<file path="src/rtl/adder_pkg.sv">
// Shared limb constants and the serial adder's state encoding.
package adder_pkg;

    localparam int LIMB_W = 64;
    localparam logic [LIMB_W-1:0] LIMB_ONES = {LIMB_W{1'b1}};

    typedef enum logic [1:0] {
        IDLE = 2'd0,
        RUN  = 2'd1,
        DONE = 2'd2
    } state_t;

endpackage : adder_pkg

</file>
<file path="src/rtl/sparse_adder64.sv">
// Combinational 64-bit sparse-tree adder.
// A Kogge-Stone prefix over 4-bit groups yields one carry per group.
// Each group then ripples its own four sum bits from that carry.
module sparse_adder64
    import adder_pkg::*;
(
    input  logic [LIMB_W-1:0] a_i,
    input  logic [LIMB_W-1:0] b_i,
    output logic [LIMB_W-1:0] sum_o,
    output logic              co_o
);

    function automatic logic [LIMB_W:0] sparse_add(input logic [LIMB_W-1:0] a,
                                                   input logic [LIMB_W-1:0] b);
        logic [LIMB_W-1:0] g;
        logic [LIMB_W-1:0] p;
        logic [LIMB_W-1:0] s;
        logic [15:0]       gg;
        logic [15:0]       gp;
        logic [15:0]       ng;
        logic [15:0]       np;
        logic [15:0]       cin;
        logic              c;
        g = a & b;
        p = a ^ b;
        for (int k = 0; k < 16; k++) begin
            gg[k] = 1'b0;
            gp[k] = 1'b1;
            for (int j = 0; j < 4; j++) begin
                gg[k] = g[4*k+j] | (p[4*k+j] & gg[k]);
                gp[k] = gp[k] & p[4*k+j];
            end
        end
        for (int d = 1; d < 16; d = d * 2) begin
            ng = gg;
            np = gp;
            for (int k = d; k < 16; k++) begin
                ng[k] = gg[k] | (gp[k] & gg[k-d]);
                np[k] = gp[k] & gp[k-d];
            end
            gg = ng;
            gp = np;
        end
        cin = {gg[14:0], 1'b0};
        for (int k = 0; k < 16; k++) begin
            c = cin[k];
            for (int j = 0; j < 4; j++) begin
                s[4*k+j] = p[4*k+j] ^ c;
                c = g[4*k+j] | (p[4*k+j] & c);
            end
        end
        return {gg[15], s};
    endfunction

    assign {co_o, sum_o} = sparse_add(a_i, b_i);

endmodule : sparse_adder64

</file>
<file path="src/rtl/limb_serial_adder.sv">
// Wide add/subtract, one 64-bit limb per cycle through a single sparse adder.
//
// state | meaning
// IDLE  | waiting for a request; in_ready high
// RUN   | one limb per cycle, carry chained in carry_q
// DONE  | result presented until out_ready
//
// The adder's B input is B_limb + carry, so a wrap of that increment
// (B_limb all ones with carry set) is folded back into the carry here.
module limb_serial_adder
    import adder_pkg::*;
#(
    parameter  int N_LIMBS = 4,
    localparam int W       = LIMB_W * N_LIMBS
) (
    input  logic         clk,
    input  logic         rst_n,
    input  logic         in_valid,
    output logic         in_ready,
    input  logic [W-1:0] in_a,
    input  logic [W-1:0] in_b,
    input  logic         in_sub,
    output logic         out_valid,
    input  logic         out_ready,
    output logic [W-1:0] out_sum,
    output logic         out_co,
    output logic         out_zero
);

    localparam int IDX_W = (N_LIMBS > 1) ? $clog2(N_LIMBS) : 1;
    localparam logic [IDX_W-1:0] LAST_IDX = IDX_W'(N_LIMBS - 1);

    typedef logic [N_LIMBS-1:0][LIMB_W-1:0] limbs_t;

    state_t           state_q, state_d;
    logic [IDX_W-1:0] idx_q, idx_d;
    logic             carry_q, carry_d;
    limbs_t           a_q, a_d;
    limbs_t           b_q, b_d;
    limbs_t           sum_q, sum_d;
    logic             co_q, co_d;
    logic             zero_q, zero_d;

    logic [LIMB_W-1:0] a_limb;
    logic [LIMB_W-1:0] b_limb;
    logic [LIMB_W-1:0] bx;
    logic [LIMB_W-1:0] add_sum;
    logic              add_co;
    logic              carry_nxt;

    assign a_limb    = a_q[idx_q];
    assign b_limb    = b_q[idx_q];
    assign bx        = b_limb + {{(LIMB_W-1){1'b0}}, carry_q};
    assign carry_nxt = add_co | (carry_q & (b_limb == LIMB_ONES));

    sparse_adder64 u_add (
        .a_i   (a_limb),
        .b_i   (bx),
        .sum_o (add_sum),
        .co_o  (add_co)
    );

    assign in_ready  = rst_n && (state_q == IDLE);
    assign out_valid = (state_q == DONE);
    assign out_sum   = sum_q;
    assign out_co    = co_q;
    assign out_zero  = zero_q;

    // Next-state: capture operands, step through limbs, hold the result.
    always_comb begin
        state_d = state_q;
        idx_d   = idx_q;
        carry_d = carry_q;
        a_d     = a_q;
        b_d     = b_q;
        sum_d   = sum_q;
        co_d    = co_q;
        zero_d  = zero_q;
        case (state_q)
            IDLE: begin
                if (in_valid && in_ready) begin
                    a_d     = in_a;
                    b_d     = in_sub ? ~in_b : in_b;
                    carry_d = in_sub;
                    idx_d   = '0;
                    state_d = RUN;
                end
            end
            RUN: begin
                sum_d[idx_q] = add_sum;
                carry_d      = carry_nxt;
                idx_d        = idx_q + 1'b1;
                if (idx_q == LAST_IDX) begin
                    co_d    = carry_nxt;
                    zero_d  = (sum_d == '0);
                    idx_d   = '0;
                    state_d = DONE;
                end
            end
            DONE: begin
                if (out_ready) begin
                    state_d = IDLE;
                end
            end
            default: state_d = IDLE;
        endcase
    end

    // State and datapath registers with synchronous active-low reset.
    always_ff @(posedge clk) begin
        if (!rst_n) begin
            state_q <= IDLE;
            idx_q   <= '0;
            carry_q <= 1'b0;
            a_q     <= '0;
            b_q     <= '0;
            sum_q   <= '0;
            co_q    <= 1'b0;
            zero_q  <= 1'b0;
        end else begin
            state_q <= state_d;
            idx_q   <= idx_d;
            carry_q <= carry_d;
            a_q     <= a_d;
            b_q     <= b_d;
            sum_q   <= sum_d;
            co_q    <= co_d;
            zero_q  <= zero_d;
        end
    end

endmodule : limb_serial_adder

</file>
<file path="config.mk">
export PLATFORM = sky130hd
export DESIGN_NAME = limb_serial_adder
export DESIGN_NICKNAME = d
export VERILOG_FILES = /design/src/rtl/adder_pkg.sv /design/src/rtl/sparse_adder64.sv /design/src/rtl/limb_serial_adder.sv
export SDC_FILE = /design/constraint.sdc
export NUM_CORES = 2
export LEC_CHECK = 0
export CAP_MARGIN = 20
export CORE_AREA = 4 4 299 301
export DETAILED_ROUTE_END_ITERATION = 6
export DIE_AREA = 0 0 303 305
export MAX_ROUTING_LAYER = met4
export PLACE_DENSITY = 0.78
export SYNTH_ARGS = -nofsm -noshare
export SYNTH_HDL_FRONTEND = slang
export SYNTH_SLANG_ARGS = --single-unit
</file>
<file path="constraint.sdc">
create_clock -name clk -period 23.7 [get_ports clk]
set_input_delay 4.74 -clock clk [delete_from_list [all_inputs] [get_ports clk]]
set_output_delay 4.74 -clock clk [all_outputs]
set_load 0.05 [all_outputs]
</file>
# Yosys cells after proc, flatten, opt, wreduce, memory -nomap -nowiden
# Cells that the tools add are included.
dict set report word_totals {
  wordCells 486
  reg_bits 775
}
dict set report op_classes {
  n_bitwise 431
  n_mux 17
  n_eq_ne 7
  n_lt_le_gt_ge 2
  addsub 2
  n_reduce_logical 10
}
# operator count
set op_table {}
lappend op_table {{$bmux W64 S2} 2}
lappend op_table {{$bwmux W256} 1}
lappend op_table {{$logic_not A256 Y1} 1}
lappend op_table {{$mux W256} 1}
lappend op_table {{$not A256 Y256} 1}
lappend op_table {{$and A1 B1 Y1} 222}
lappend op_table {{$mux W64} 3}
lappend op_table {{$or A1 B1 Y1} 143}
lappend op_table {{$demux W64 S2} 1}
lappend op_table {{$add A64 B1 Y64} 1}
lappend op_table {{$and A64 B64 Y64} 1}
lappend op_table {{$eq A64 B64 Y1 const B} 1}
lappend op_table {{$xor A64 B64 Y64} 1}
lappend op_table {{$xor A1 B1 Y1} 63}
lappend op_table {{$mux W2} 5}
lappend op_table {{$pmux W2 S3} 1}
lappend op_table {{$reduce_and A2 Y1} 3}
lappend op_table {{$eq A2 B2 Y1 const B} 2}
lappend op_table {{$ne A2 B1 Y1 const B} 2}
lappend op_table {{$pmux W2 S2} 1}
lappend op_table {{$logic_and A1 B1 Y1} 3}
lappend op_table {{$lt A2 B3 Y1 const B} 1}
lappend op_table {{$reduce_and A3 Y1} 1}
lappend op_table {{$add A2 B1 Y2 const B} 1}
lappend op_table {{7 further kinds} 7}

# Depth between registers and ports, before layout
dict set report logic_depth {
  ltp_word 26
  depth_mapped 35
  ltp_nobuf 28
}

# By module
# Synthesis repeated with hierarchy kept, for this count alone.
dict set report unflattened {
  hier_cells 4252
  area_unflattened_um2 38085.3
}
# mod n_inst cells_per_inst area_each_um2
set modules_own_cells {}
lappend modules_own_cells {limb_serial_adder 1 3990 35422.7}
lappend modules_own_cells {sparse_adder64 1 262 2662.6}

# Worst setup path after synthesis
# No wires, ideal clock.
dict set report synth_path {
  path_kind {input to output}
  startpoint {in rst_n}
  endpoint {out in_ready}
  cell_stages 3
  t_arrival_ns 5.778
  t_required_ns 18.960
  setup_slack_ns 13.182
  n_path_buf 1
  path_cell_list {clkbuf_1 -> nand2b_1 -> nor2_1}
}
dict set report synth_between {
  elab_chain_cells 1
}
# element line_no
set synth_lines {}
lappend synth_lines {{from (decl)} limb_serial_adder.sv:17} ;# input logic rst_n,
lappend synth_lines {{$logic_and A1 B1 Y1} limb_serial_adder.sv:63} ;# assign in_ready = rst_n && (state_q == IDLE);
lappend synth_lines {{to (decl)} limb_serial_adder.sv:19} ;# output logic in_ready,
# Every way passes these cells.

# Final worst setup path
# Same ends and word-level chain as after synthesis.

==> results.tsv <==
stage	metric	value	unit
grt	grt_max_degree	232	
cts	post-cts-setup-buffers	0	
route	viasPerCell	5.681	
worst_hold_path	hp-start	a_q[194]	
grt	grt_pass1_wl	207400	um
grt	antenna_found_initial	40	
power_and_ir_drop	power.total	3551	uW
cts	clockRootBuffer	clkbuf_16	
cts	clk_path_buf_depth	3	
route	drc	2	
floorplan	core_area	86620	um2
timing	worst_pin_slew	1.114	ns
timing	clock.fmax	86.89	MHz
placed_design	io_buffers	776	
synthesis	yosysSeqAreaShare	40.66	%
critical_path	cp-start-kind	primary input	
synthesis	synth.distinct_cells	66	
route	post_drt_wl_per_cell	24.55	um
route	first_pass_iters	7	
run_status	status	finished with violations	
synthesis	avgSynthCellArea	9.267	um2
synthesis	netlist_instances	4117	
cts	clock_latency	0.64	ns
grt	gr-total-overflow	0	
cts	cts_max_level	3	
worst_hold_path	min_path_type	flop to flop	
timing	finalSetupTns	0	ns
placed_design	dp_hpwl	109100	um
job	max-cap-violations	0	
timing	slew_headroom	25.76	%
timing	rsz0062_at_grt	false	
power_and_ir_drop	power.leakage	0.02369	uW
route	wl	146200	um
critical_path	critPathMaxFanout	137	
synthesis	syn-num-nets	4749	
critical_path	arrival	6.77	ns
run_status	violations	design-rule violations	
grt	grt_pass1_vias	31770	
timing	min_period_over_period	48.56	%
cts	clkSinkCount	775	
cts	cts_tree	built	
power_and_ir_drop	irDropWorstVdd	0.05036	mV
timing	finalHoldViolCount	0	
cts	cts_hold_buf	0	
cells_and_area	drive_gt1_share	6.477	%
timing	period_needed	11.51	ns
timing	finClkSkew	0.02916	ns
cts	cts_buffers	84	
critical_path	required	18.96	ns
critical_path	r2r-start	idx_q[0]	
cells_and_area	nets	5318	
synthesis	async_reset_ff_share	0	%
cells_and_area	final_common_cell	nand2_1	
synthesis	syn_area	38150	um2
floorplan	die_h	305	um
cts	path_clk_slew	0.06	ns
grt	grt_usage	30.97	%
placed_design	place_worst_setup_slack	12.24	ns
cells_and_area	area_growth_syn_to_layout	29.51	%
critical_path	crit_type	primary input to output pin	
floorplan	fp.dieW	303	um
placed_design	routabilityCongestion	0.9278	
floorplan	initial_core_util	44.05	%
synthesis	synth_top_flop_cell	dfxtp_1	
synthesis	ys_seq_elements	775	
cts	cts-resized-gates	0	
floorplan	std_cell_rows	108	
cells_and_area	final_cell_mix	1150 x nand2_1, 774 x clkdlybuf4s50_1, 773 x dfxtp_1	
critical_path	endpoint_kind	output pin	
route	drt.antenna.violating_nets	0	
timing	report.final.slew_viol_count	0	
timing	setup_viol	0	
route	drtIter0Drc	3592	
synthesis	yosys_warnings	0	
route	vias	33820	
floorplan	io_pins	777	
power_and_ir_drop	power_density	71.86	nW/um2
timing	fin_ws	12.19	ns
synthesis	synth_edf_count	0	
floorplan	die-area	92420	um2
critical_path	cp-startpoint	rst_n	
[report_power, final]
group	switching (uW)	total, uW	internal (uW)
Clock	566	1360	790
Sequential	53.8	1430	1380
Combinational	459	760	301
[cells in the mapped netlist (3+ instances only)]
cell | number | area [um2]
a31oi_1 | 9 | 56.30
buf_12 | 4 | 80.08
a21boi_0 | 68 | 510.5
nand4_1 | 49 | 306.5
or4_1 | 17 | 127.6
a21o_1 | 13 | 97.59
o211a_1 | 448 | 4484
buf_1 | 23 | 86.33
nor4_1 | 56 | 350.3
or3_1 | 7 | 43.79
xor2_1 | 31 | 271.5
mux2i_1 | 4 | 40.04
nand3_1 | 289 | 1446
buf_4 | 12 | 90.09
or2_2 | 3 | 18.77
mux4_2 | 98 | 2207
fa_1 | 48 | 960.9
clkbuf_1 | 280 | 1051
buf_2 | 11 | 55.05
inv_1 | 105 | 394.1
a221oi_1 | 3 | 26.28
and2_1 | 9 | 56.30
nor3_1 | 22 | 110.1
nor2b_1 | 10 | 62.56
nor2_1 | 42 | 157.7
o21a_1 | 3 | 22.52
o41ai_1 | 4 | 35.03
ha_1 | 67 | 838.3
and4_1 | 9 | 78.83
xnor2_1 | 307 | 2689
mux4_1 | 30 | 788.3
a21oi_1 | 32 | 160.2
dfxtp_1 | 775 | 15510
o21ai_0 | 12 | 60.06
and3_1 | 22 | 137.6
o31ai_1 | 5 | 37.54
nand2_1 | 1151 | 4320
[final cells by class]
type                       instances  area, um2
fill                            7527      37210
multi-input combinational       2900      20870
sequential                       775      15520
timing repair buffer             819       8208
clock buffer                     118       2400
tap                             1155       1445
clock inverter                    37      461.7
inverter                         106      397.9
antenna                           42      105.1
[metrics by stage]
step	utilization, %	hold WS, ns	std cells	area, um2
final	57.05	0.4515	5952	49410
after global routing	57.04	0.4634	5950	49410
after CTS	56.85	0.4526	5907	49240
after detailed placement	53.54	0.4422	5752	46380
after global placement	53.54	0.4390	5752	46380
after floorplan	-	0.4308	4117	38150
[path summary, 6_finish.rpt]
path         cells after the start  endpoint  slack [ns]
min                              2  a_q[194]        0.45
min reg2reg                      2  a_q[194]        0.45
max                              4  in_ready       12.19
max reg2reg                     27  out_zero       14.42
[logic make-up (layout without fill, tap and decap cells)]
kind of cell,count (synthesis),after routing,share of synthesized area (%)
AO/OA/AOI/OAI,609,609,14.66
XOR/XNOR,339,339,7.802
adder cells (fa/ha/maj),115,115,4.716
buffers and inverters,442,1080,4.768
flip-flops,775,775,40.66
multiplexers,132,132,7.956
other,0,42,0
AND/OR/NAND/NOR,1705,1705,19.44
[flip-flops by register name, summed over array words and instances, names as in the netlist]
register	flops
a_q	256
b_q	256
carry_q	1
idx_q	2
out_co	1
out_sum	256
out_zero	1
state_q	2
[critical path: stages]
cell	delay (ns)
buf_8	0.50
nand2b_1	0.16
nor2_1	0.31
clkdlybuf4s50_1	0.91
[routing by layer]
metal	vias up	GRT usage (%)	part of all wire (%)
li1	15530	-	-
met1	16370	36.04	38
met4	0	15.03	5.2
met2	1584	50.80	49
met5	-	-	0
met3	331	6.592	8.6
(Power assumes the default switching activity.)
